<file path="src/rtl/fft_pkg.sv">
// Shared definitions for the FFT controller family: sequencer state encoding
// and the width of the stage counter for a given transform size.
package fft_pkg;

  typedef enum logic [1:0] {
    ST_IDLE  = 2'd0,
    ST_RUN   = 2'd1,
    ST_DRAIN = 2'd2,
    ST_DONE  = 2'd3
  } fft_state_t;

  // The stage counter must also hold N_LOG2 itself, the value it reaches
  // after the last stage has been issued.
  function automatic int stage_width(input int n_log2);
    return $clog2(n_log2 + 1);
  endfunction

endpackage

</file>
<file path="src/rtl/fft_wb_delay.sv">
// Fixed-depth shift register that aligns write-back strobes and indices with
// the complex adder output.
module fft_wb_delay #(
  parameter int WIDTH = 1,
  parameter int DEPTH = 1
) (
  input  logic             clk,
  input  logic             rst_n,
  input  logic [WIDTH-1:0] din,
  output logic [WIDTH-1:0] dout
);

  logic [WIDTH-1:0] pipe [DEPTH];

  // NOTE: every stage is reset, not just the head, because the strobe bit
  // riding in each slot must never emit a stale write after reset.
  always_ff @(posedge clk or negedge rst_n) begin
    if (!rst_n) begin
      for (int i = 0; i < DEPTH; i++) pipe[i] <= '0;
    end else begin
      pipe[0] <= din;
      for (int i = 1; i < DEPTH; i++) pipe[i] <= pipe[i-1];
    end
  end

  assign dout = pipe[DEPTH-1];

endmodule

</file>
<file path="src/rtl/fft_stage_sequencer.sv">
// Radix-2 DIT address/control sequencer: walks every butterfly of every stage,
// drains the adder between stages and delays issue info to form write-back.
module fft_stage_sequencer
  import fft_pkg::*;
#(
  parameter int N_LOG2  = 4,
  parameter int ADD_LAT = 1
) (
  input  logic                             clk,
  input  logic                             rst_n,
  input  logic                             i_start,
  input  logic                             i_stall,
  output logic                             o_busy,
  output logic                             o_done,
  output logic                             o_issue,
  output logic [N_LOG2-1:0]                o_addr_a,
  output logic [N_LOG2-1:0]                o_addr_b,
  output logic [N_LOG2-2:0]                o_tw_idx,
  output logic [stage_width(N_LOG2)-1:0]   o_stage,
  output logic                             o_wr_en,
  output logic [N_LOG2-1:0]                o_wr_addr_a,
  output logic [N_LOG2-1:0]                o_wr_addr_b
);

  localparam int STAGE_W = stage_width(N_LOG2);
  localparam int K_W     = N_LOG2 - 1;
  localparam int DRAIN_W = $clog2(ADD_LAT + 1);
  localparam int WB_W    = 1 + 2 * N_LOG2;

  fft_state_t         state, state_d;
  logic [K_W-1:0]     k;
  logic [STAGE_W-1:0] s;
  logic [DRAIN_W-1:0] drain_cnt;
  logic               issue;
  logic               last_bfly;

  assign last_bfly = &k;

  // NOTE: every output of this block gets a default first, so no path can
  // leave a signal unassigned and infer a latch.
  always_comb begin
    state_d = state;
    issue   = 1'b0;
    case (state)
      ST_IDLE: if (i_start) state_d = ST_RUN;
      ST_RUN: begin
        issue = ~i_stall;
        if (issue && last_bfly) state_d = ST_DRAIN;
      end
      ST_DRAIN: begin
        if (drain_cnt == DRAIN_W'(ADD_LAT - 1))
          state_d = (s == STAGE_W'(N_LOG2)) ? ST_DONE : ST_RUN;
      end
      ST_DONE: state_d = ST_IDLE;
      default: state_d = ST_IDLE;
    endcase
  end

  // NOTE: state registers use non-blocking assignments so every flop samples
  // pre-edge values regardless of statement order.
  always_ff @(posedge clk or negedge rst_n) begin
    if (!rst_n) begin
      state     <= ST_IDLE;
      k         <= '0;
      s         <= '0;
      drain_cnt <= '0;
    end else begin
      state <= state_d;
      if (issue) k <= last_bfly ? '0 : k + 1'b1;
      if (issue && last_bfly) s <= s + 1'b1;
      else if (state == ST_DONE) s <= '0;
      drain_cnt <= (state == ST_DRAIN && state_d == ST_DRAIN) ? drain_cnt + 1'b1 : '0;
    end
  end

  // Butterfly index decode; only meaningful while s < N_LOG2, i.e. in RUN.
  logic [K_W-1:0]     pos, grp, mask, tw_raw;
  logic [N_LOG2-1:0]  a_raw, b_raw;
  logic [STAGE_W-1:0] tw_sh;

  always_comb begin
    mask   = ~({K_W{1'b1}} << s);
    pos    = k & mask;
    grp    = k >> s;
    a_raw  = ({grp, 1'b0} << s) | {1'b0, pos};
    b_raw  = a_raw | (N_LOG2'(1) << s);
    tw_sh  = STAGE_W'(N_LOG2 - 1) - s;
    tw_raw = pos << tw_sh;
  end

  logic in_run;
  assign in_run   = (state == ST_RUN);
  assign o_busy   = (state != ST_IDLE);
  assign o_done   = (state == ST_DONE);
  assign o_issue  = issue;
  assign o_stage  = s;
  assign o_addr_a = in_run ? a_raw  : '0;
  assign o_addr_b = in_run ? b_raw  : '0;
  assign o_tw_idx = in_run ? tw_raw : '0;

  logic [WB_W-1:0] wb_in, wb_out;
  assign wb_in = {o_issue, o_addr_a, o_addr_b};

  fft_wb_delay #(
    .WIDTH (WB_W),
    .DEPTH (ADD_LAT)
  ) u_wb_delay (
    .clk   (clk),
    .rst_n (rst_n),
    .din   (wb_in),
    .dout  (wb_out)
  );

  assign {o_wr_en, o_wr_addr_a, o_wr_addr_b} = wb_out;

endmodule

</file>
<file path="config.mk">
export PLATFORM = sky130hd
export DESIGN_NAME = fft_stage_sequencer
export DESIGN_NICKNAME = d
export VERILOG_FILES = /design/src/rtl/fft_pkg.sv /design/src/rtl/fft_wb_delay.sv /design/src/rtl/fft_stage_sequencer.sv
export SDC_FILE = /design/constraint.sdc
export NUM_CORES = 1
export LEC_CHECK = 0
export BUFFER_PORTS_ARGS = -buffer_cell sky130_fd_sc_hd__buf_2
export CAP_MARGIN = 20
export CORE_ASPECT_RATIO = 0.7
export CORE_MARGIN = 5
export CORE_UTILIZATION = 30
export CTS_CLUSTER_SIZE = 40
export DETAILED_ROUTE_END_ITERATION = 6
export PLACE_DENSITY = 0.5
export SYNTH_ARGS = -nofsm -noshare
export SYNTH_HDL_FRONTEND = slang
export SYNTH_SLANG_ARGS = --single-unit
</file>
<file path="constraint.sdc">
create_clock -name clk -period 4.1 [get_ports clk]
set_input_delay 0.41 -clock clk [delete_from_list [all_inputs] [get_ports clk]]
set_output_delay 0.41 -clock clk [all_outputs]
set_load 0.005 [all_outputs]
</file>
==> results.sh <==
export IMPL_cts_tree="built"
export IMPL_nFillCells=303
export IMPL_syn_num_nets=98
export IMPL_min_period_ns=2.53
export IMPL_cts_sinks=18
export IMPL_critPathCapture="o_tw_idx[1]"
export IMPL_io_buffers=29
export IMPL_initial_core_util=0.319
export IMPL_die_y_um=56.1
export IMPL_hold_ws_ns=0.0830
export IMPL_drv_cap=0
export IMPL_drtIter0Drc=34
export IMPL_vias=722
export IMPL_yosysTopAreaCellShare=0.494
export IMPL_cts_root_buf="clkbuf_8"
export IMPL_synthTopCellsByCount="18 x dfrtp_1, 8 x ha_1, 6 x a21oi_1, 6 x nand2_1"
export IMPL_hp_class="primary input to async pin"
export IMPL_leakage_nw=0.571
export IMPL_grt_pass1_vias=674
export IMPL_syn_area_um2=912
export IMPL_rows=16
export IMPL_fin_nets=129
export IMPL_clock_skew_ns=0.00479
export IMPL_cts_setup_buffers=0
export IMPL_crit_fanout=12
export IMPL_clk_insertion_delay_late_ns=0.25
export IMPL_max_vdd_ir_drop_uv=322
export IMPL_ant_nets=0
export IMPL_critPathCaptureType="output pin"
export IMPL_synth_seq_area_share=0.494
export IMPL_yosys_register_bits=18
export IMPL_antenna_found_initial=0
export IMPL_grt_max_degree=19
export IMPL_multiInputGateArea_um2=425
export IMPL_finalSetupTns_ns=0
export IMPL_drive_gt1_frac=0.353
export IMPL_crit_type="flip-flop to output pin"
export IMPL_first_pass_iters=4
export IMPL_synth_distinct_cells=32
export IMPL_yosys_area_share_simple=0.203
export IMPL_vias_per_cell=4.75
export IMPL_path_clk_slew_ns=0.07
export IMPL_synth_area_leaders="dfrtp_1 49%, ha_1 11%, mux2_2 3.7%"
export IMPL_setup_ws_ns=1.57
export IMPL_synthesis_instances=86
export IMPL_avgRoutedWirePerCell_um=13.8
export IMPL_drv_slew=0
export IMPL_core_um2=2860
export IMPL_avgSynthCellArea_um2=10.6
export IMPL_drc_errors=0
export IMPL_rsz0062_at_grt="false"
export IMPL_cts_buffers=3
export IMPL_powerDensity_nw_per_um2=807
export IMPL_regArea_um2=450
export IMPL_cts_hold_fix_buffers=0
export IMPL_synthXorXnorAreaFrac=0
export IMPL_synth_warnings=0
export IMPL_place_congestion=0.758
export IMPL_dieWidth_um=75.9
export IMPL_globalRouteOverflowTotal=0
export IMPL_r2r_slack_ns=2.43
export IMPL_wl_um=2100
export IMPL_synth_edf_count=0
export IMPL_ios=30
export IMPL_num_antenna_cells=0
export IMPL_syn_to_final_growth_pct=25.0
export IMPL_dp_slack_ns=1.84
export IMPL_status="completed"
export IMPL_hpwlAfterDp_um=1610
export IMPL_cp_data_required_time_ns=3.69
export IMPL_fin_crit_sh=0.617
export IMPL_regToRegStartpoint="k[1]$_DFFE_PN0P_"
export IMPL_async_flop_share=1.00
export IMPL_synth_top_family_by_area="simple AND/OR/NAND/NOR gates"
export IMPL_start_kind="flip-flop"
export IMPL_dieArea_um2=4260
export IMPL_synthMuxAreaShare=0.0370
export IMPL_yosysMostFrequentCell="dfrtp_1"
export IMPL_cts_resized=0
export IMPL_synth_compound_area_frac=0.112
export IMPL_gr_usage_all_layers=0.103
export IMPL_hold_violations=0
export IMPL_cts_htree_levels=1
export IMPL_synthAdderAreaFrac=0.110
export IMPL_cp_startpoint="o_stage[1]$_DFFE_PN0P_"
export IMPL_reg2reg_to="o_stage[0]$_DFFE_PN0P_"
export IMPL_setup_violations_final=0
export IMPL_fmax_ghz=0.395
export IMPL_critPathArrivalTime_ns=2.12
export IMPL_cts_path_max_buffers=2
export IMPL_grt_pass1_wl_um=3500
export IMPL_netlist_top_cell_by_area="dfrtp_1"
export IMPL_r2r_cells=5
export IMPL_yosys_most_used_dff="dfrtp_1"
cell type report:
type	instances	share of cell area
Sequential cell	18	0.395
Multi-Input combinational cell	60	0.373
Inverter	5	0.0165
Tap cell	36	0.0395
Timing Repair Buffer	29	0.127
Clock buffer	4	0.0483
registers in the layout (all words and copies together), names as in the netlist:
signal / cells
drain_cnt: 1
k: 3
o_stage: 3
state: 2
u_wb_delay.dout: 9
cell families after synthesis:
group,Yosys count
and+or+nand+nor,31
DFF,18
AOI/OAI and AO/OA,17
buffers and inverters,8
adders and majority gates,8
muxes,3
other,1
worst max-delay path, cell delays in order (launching register included):
cell	delay, ns
dfrtp_1	0.54
inv_1	0.16
ha_1	0.22
or2b_2	0.20
nand3_1	0.08
a2111oi_0	0.47
buf_2	0.20
through the flow:
stage	instances	utilization	cell area [µm²]	power [mW]
final	152	0.398	1140	0.919
after global routing	152	0.398	1140	1.01
after CTS	152	0.398	1140	0.935
after detailed placement	148	0.379	1080	0.786
after floorplan	86	-	912	0.593
after global placement	148	0.379	1080	0.782
placed cells by master, fill, tap and decap left out, types with 2 or more instances in the layout:
| cell | instances |
|---|---|
| buf_2 | 29 |
| dfrtp_1 | 18 |
| ha_1 | 8 |
| a21oi_1 | 6 |
| nand2_1 | 6 |
| inv_1 | 5 |
| o21ai_0 | 5 |
| clkbuf_8 | 4 |
| nor2_1 | 3 |
| nor2b_1 | 3 |
| mux2_2 | 3 |
| nand2b_1 | 2 |
| nor4_1 | 2 |
| nand3_1 | 2 |
| or2_2 | 2 |
| a22o_1 | 2 |
layer usage:
| layer | global-route usage | routed length [µm] | up-vias |
|---|---|---|---|
| met1 | 0.147 | 1130 | 334 |
| met4 | 0.0305 | 21 | 0 |
| met5 | 0 | 0 | - |
| met3 | 0.0469 | 155 | 4 |
| met2 | 0.134 | 795 | 25 |
| li1 | - | - | 359 |
how the worst min path moves through the flow:
stage,endpoint,slack [ns],cells past startpoint
6_report,o_stage[2]$_DFFE_PN0P_,0.08,1
4_1_cts,k[1]$_DFFE_PN0P_,0.09,1
3_5_place_dp,u_wb_delay.dout[0]$_DFF_PN0_,0.36,1
2_1_floorplan,drain_cnt$_DFF_PN0_,0.11,0
3_3_place_gp,u_wb_delay.dout[8]$_DFF_PN0_,0.37,1
5_1_grt,state[0]$_DFF_PN0_,0.12,1
report_power, final:
| part | switching (mW) | leakage, nW | internal, mW | total [mW] |
|---|---|---|---|---|
| clock | 0.0584 | 0.0288 | 0.0853 | 0.144 |
| combinational | 0.227 | 0.317 | 0.214 | 0.440 |
| sequential | 0.0828 | 0.225 | 0.253 | 0.335 |
(Power assumes the default switching activity.)
